--- config.mk ---
export PLATFORM = sky130hd
export DESIGN_NAME = sipo_receiver
export DESIGN_NICKNAME = d
export VERILOG_FILES = /design/src/rtl/sipo_receiver.sv
export SDC_FILE = /design/constraint.sdc
export NUM_CORES = 1
export LEC_CHECK = 0
export CAP_MARGIN = 25
export CORE_AREA = 2 2 39 41
export DETAILED_ROUTE_END_ITERATION = 8
export DIE_AREA = 0 0 41 43
export GPL_TIMING_DRIVEN = 0
export PLACE_DENSITY_LB_ADDON = 0.08
export SLEW_MARGIN = 0
export SYNTH_ARGS = -nofsm -noshare
export SYNTH_HDL_FRONTEND = slang
export SYNTH_SLANG_ARGS = --single-unit
--- constraint.sdc ---
create_clock -name clk -period 1.9 [get_ports clk]
set_input_delay 0.57 -clock clk [delete_from_list [all_inputs] [get_ports clk]]
set_output_delay 0.57 -clock clk [all_outputs]
set_load 0.02 [all_outputs]
--- src/rtl/sipo_receiver.sv ---
// Serial-in / parallel-out receiver for the single-bit link fed by the parallel-load serializer.
// Reassembles WORD_LENGTH bits, MSB first, framed by a load strobe. Flags a load that arrives mid-frame.
module sipo_receiver #(
   parameter int WORD_LENGTH = 5,
   parameter int CNT_WIDTH   = $clog2(WORD_LENGTH)
) (
   input  logic                   clk,
   input  logic                   reset,
   input  logic                   data_in,
   input  logic                   load,
   output logic [WORD_LENGTH-1:0] data_out,
   output logic                   valid,
   output logic                   busy,
   output logic                   frame_err
);

   typedef enum logic {
      IDLE  = 1'b0,
      SHIFT = 1'b1
   } state_t;

   localparam logic [CNT_WIDTH-1:0] LAST_CNT = CNT_WIDTH'(WORD_LENGTH - 1);
   localparam logic [CNT_WIDTH-1:0] CNT_ONE  = CNT_WIDTH'(1);

   state_t                 state, state_nxt;
   logic [WORD_LENGTH-1:0] shift_reg, shift_nxt;
   logic [WORD_LENGTH-1:0] data_nxt;
   logic [CNT_WIDTH-1:0]   bit_cnt, cnt_nxt;
   logic                   valid_nxt, busy_nxt, err_nxt;

   logic [WORD_LENGTH-1:0] first_word;
   logic [WORD_LENGTH-1:0] shifted_word;

   // The MSB lands in bit 0 at frame start and is walked up to the top by later shifts.
   assign first_word   = {{(WORD_LENGTH-1){1'b0}}, data_in};
   assign shifted_word = {shift_reg[WORD_LENGTH-2:0], data_in};

   always_ff @(posedge clk or negedge reset) begin
      if (!reset) begin
         state     <= IDLE;
         shift_reg <= '0;
         bit_cnt   <= '0;
         data_out  <= '0;
         valid     <= 1'b0;
         busy      <= 1'b0;
         frame_err <= 1'b0;
      end else begin
         state     <= state_nxt;
         shift_reg <= shift_nxt;
         bit_cnt   <= cnt_nxt;
         data_out  <= data_nxt;
         valid     <= valid_nxt;
         busy      <= busy_nxt;
         frame_err <= err_nxt;
      end
   end

   always_comb begin
      state_nxt = state;
      shift_nxt = shift_reg;
      cnt_nxt   = bit_cnt;
      data_nxt  = data_out;
      valid_nxt = 1'b0;
      busy_nxt  = busy;
      err_nxt   = 1'b0;

      case (state)
         IDLE: begin
            if (load) begin
               shift_nxt = first_word;
               cnt_nxt   = CNT_ONE;
               state_nxt = SHIFT;
               busy_nxt  = 1'b1;
            end
         end
         SHIFT: begin
            // A load here is a framing violation; it never restarts the frame in progress.
            err_nxt   = load;
            shift_nxt = shifted_word;
            if (bit_cnt == LAST_CNT) begin
               data_nxt  = shifted_word;
               valid_nxt = 1'b1;
               state_nxt = IDLE;
               busy_nxt  = 1'b0;
               cnt_nxt   = '0;
            end else begin
               cnt_nxt = bit_cnt + CNT_ONE;
            end
         end
         default: begin
            state_nxt = IDLE;
            busy_nxt  = 1'b0;
            cnt_nxt   = '0;
         end
      endcase
   end

endmodule

==> flow_metrics.env, run 1 <==
export IMPL_drive_above_1_share_pct=21.7
export IMPL_dp_hpwl_um=815
export IMPL_cpMaxStageDelayCell="clkdlybuf4s50_1"
export IMPL_fmax_mhz=542
export IMPL_clockBufferDepth=2
export IMPL_synthTopCellsByArea="dfrtp_1 60%, mux2_4 11%, a22o_1 5.2%"
export IMPL_setup_viol=0
export IMPL_fill_cells=116
export IMPL_min_period_ps=1850
export IMPL_synth_top_area_cell="dfrtp_1"
export IMPL_core_area_mm2=0.00138
export IMPL_grt_usage_pct=17.9
export IMPL_syn_num_nets=52
export IMPL_power_density_mw_per_mm2=1760
export IMPL_dr_pass1_iters=2
export IMPL_overflow=0
export IMPL_antennaDiodeCount=0
export IMPL_nNetsFinal=68
export IMPL_ys_ff_latch=16
export IMPL_layout_commonest_cell="dfrtp_1"
export IMPL_critical_path_top_delay_family="buffers and inverters"
export IMPL_h_tree_depth=1
export IMPL_regArea_um2=400
export IMPL_crit_type="flop to output port"
export IMPL_rows=14
export IMPL_fp_dieH_um=43
export IMPL_multi_input_area_um2=243
export IMPL_initial_core_util_pct=48.3
export IMPL_avgSynthCellArea_um2=14.5
export IMPL_critPathMaxFanout=2
export IMPL_clock_latency_ps=280
export IMPL_dp_cells=73
export IMPL_start_kind="flop"
export IMPL_cp_end_kind="output port"
export IMPL_hold_buffers=0
export IMPL_wl_per_cell_um=14.8
export IMPL_drtIter0Drc=4
export IMPL_vias_per_cell=5.36
export IMPL_clk_pin_slew_ps=80
export IMPL_syn2layout_area_growth_pct=23.2
export IMPL_drt_total_wl_um=1120
export IMPL_arrival_ps=1280
export IMPL_io_buffers=11
export IMPL_cts_tree="yes"
export IMPL_path_cells="clkdlybuf4s50_1"
export IMPL_status="completed"
export IMPL_synth_seq_area_share_pct=59.9
export IMPL_grt_pass1_wl_um=2010
export IMPL_route_detailed_drc=0
export IMPL_rsz0062_at_grt="false"
export IMPL_die_area_mm2=0.00176
export IMPL_drv_slew=0
export IMPL_synth_top_area_share_pct=59.9
export IMPL_synth_area_um2=668
export IMPL_via_count=407
export IMPL_antenna_found_initial=0
export IMPL_cts_buffers=3
export IMPL_fin_crit_sh_pct=97.1
export IMPL_largest_reg_flops=5
export IMPL_yosys_warnings=0
export IMPL_clkSinkCount=16
export IMPL_finClkSkew_ps=3.60
export IMPL_stdcell_count=76
export IMPL_netlist_instances=46
export IMPL_tns_ps=0
export IMPL_vdd_drop_max_mv=0.780
export IMPL_cp_slowest_stage_delay_ps=620
export IMPL_slew_headroom_pct=54.7
export IMPL_dieWidth_um=41
export IMPL_io_pins=12
export IMPL_layout_common_cells="16 x dfrtp_1, 10 x clkdlybuf4s50_1, 5 x mux2_4"
export IMPL_hold_ws_ps=520
export IMPL_hold_viol=0
export IMPL_gp_congestion=0.639
export IMPL_hold_path_class="flop to flop"
export IMPL_route_antenna_remaining_nets=0
export IMPL_grt_max_degree=17
export IMPL_ys_types=17
export IMPL_root_buffer="clkbuf_4"
export IMPL_path_buf_inv=1
export IMPL_maxCapViolations=0
export IMPL_grt_pass1_vias=425
export IMPL_tightest_slew_ps=677
export IMPL_crit_required_ps=1330
export IMPL_power_leakage_nw=0.399
## timing repair
item | CTS | global route
hold endpoints to repair | 0 | 0
resized for setup | 0 | 1
buffers inserted | 0 | 0
endpoints found under the setup margin | 0 | 1
## logic make-up after synthesis
group / Yosys count / synth area share, %
adders and majority gates: 2 / 3.74
and+or+nand+nor: 10 / 9.55
AOI/OAI and AO/OA: 6 / 7.12
DFF: 16 / 59.9
buffers and inverters: 4 / 3.75
muxes: 8 / 15.9
## metrics by stage
step	area (µm²)	util, %	power, W	setup slack, ps
floorplan	668	-	0.00106	618
global placement	798	57.7	0.00127	177
detailed placement	798	57.7	0.00130	142
CTS	821	59.3	0.00147	32.9
global route	823	59.5	0.00156	17.5
finish	823	59.5	0.00145	54.6
## cell usage after synthesis (all sizes together)
cell	count
mux2	6
a21oi	1
nor2	4
nand3	1
inv	3
nand2b	1
dfrtp	16
mux2i	2
ha	2
a22oi	1
a22o	4
nand2	3
buf	1
and2	1
## power breakdown
part	switching, W	internal (W)
Sequential	0.000106	0.000495
Clock	0.0000935	0.0000735
Combinational	0.000311	0.000374
## layout make-up
class                           count  area share, %
Clock buffer                        3           2.74
Timing Repair Buffer               11           13.7
Inverter                            3           1.67
Buffer                              1           1.37
Sequential cell                    16           48.6
Multi-Input combinational cell     26           29.5
Tap cell                           16           2.43
## final timing paths
check | startpoint | slack, ps | depth (start not counted) | end
min in group asynchronous | reset | 700 | 1 | data_out[3]
setup / recovery | data_out[0] | 50 | 1 | data_out[0]
hold / removal | data_out[3] | 520 | 1 | data_out[3]
hold reg to reg | data_out[3] | 520 | 1 | data_out[3]
max in group asynchronous | reset | 770 | 1 | data_out[1]
setup reg to reg | bit_cnt[0] | 540 | 5 | data_out[4]
## per-layer routing
layer  track usage (%)  vias up  part of all wire (%)
met3              3.14        4                   5.1
li1                  -      185                     -
met4              12.0        0                   2.2
met5                 0        -                     0
met2              25.3       11                    55
met1              24.1      207                    38
(Power assumes the default switching activity.)
==> run 2, diff against run 1 <==
- CTS_CLUSTER_DIAMETER: default -> 150
==> results of run 2 <==
Same layout as run 1: the final DEF is identical, and so are final timing and power.
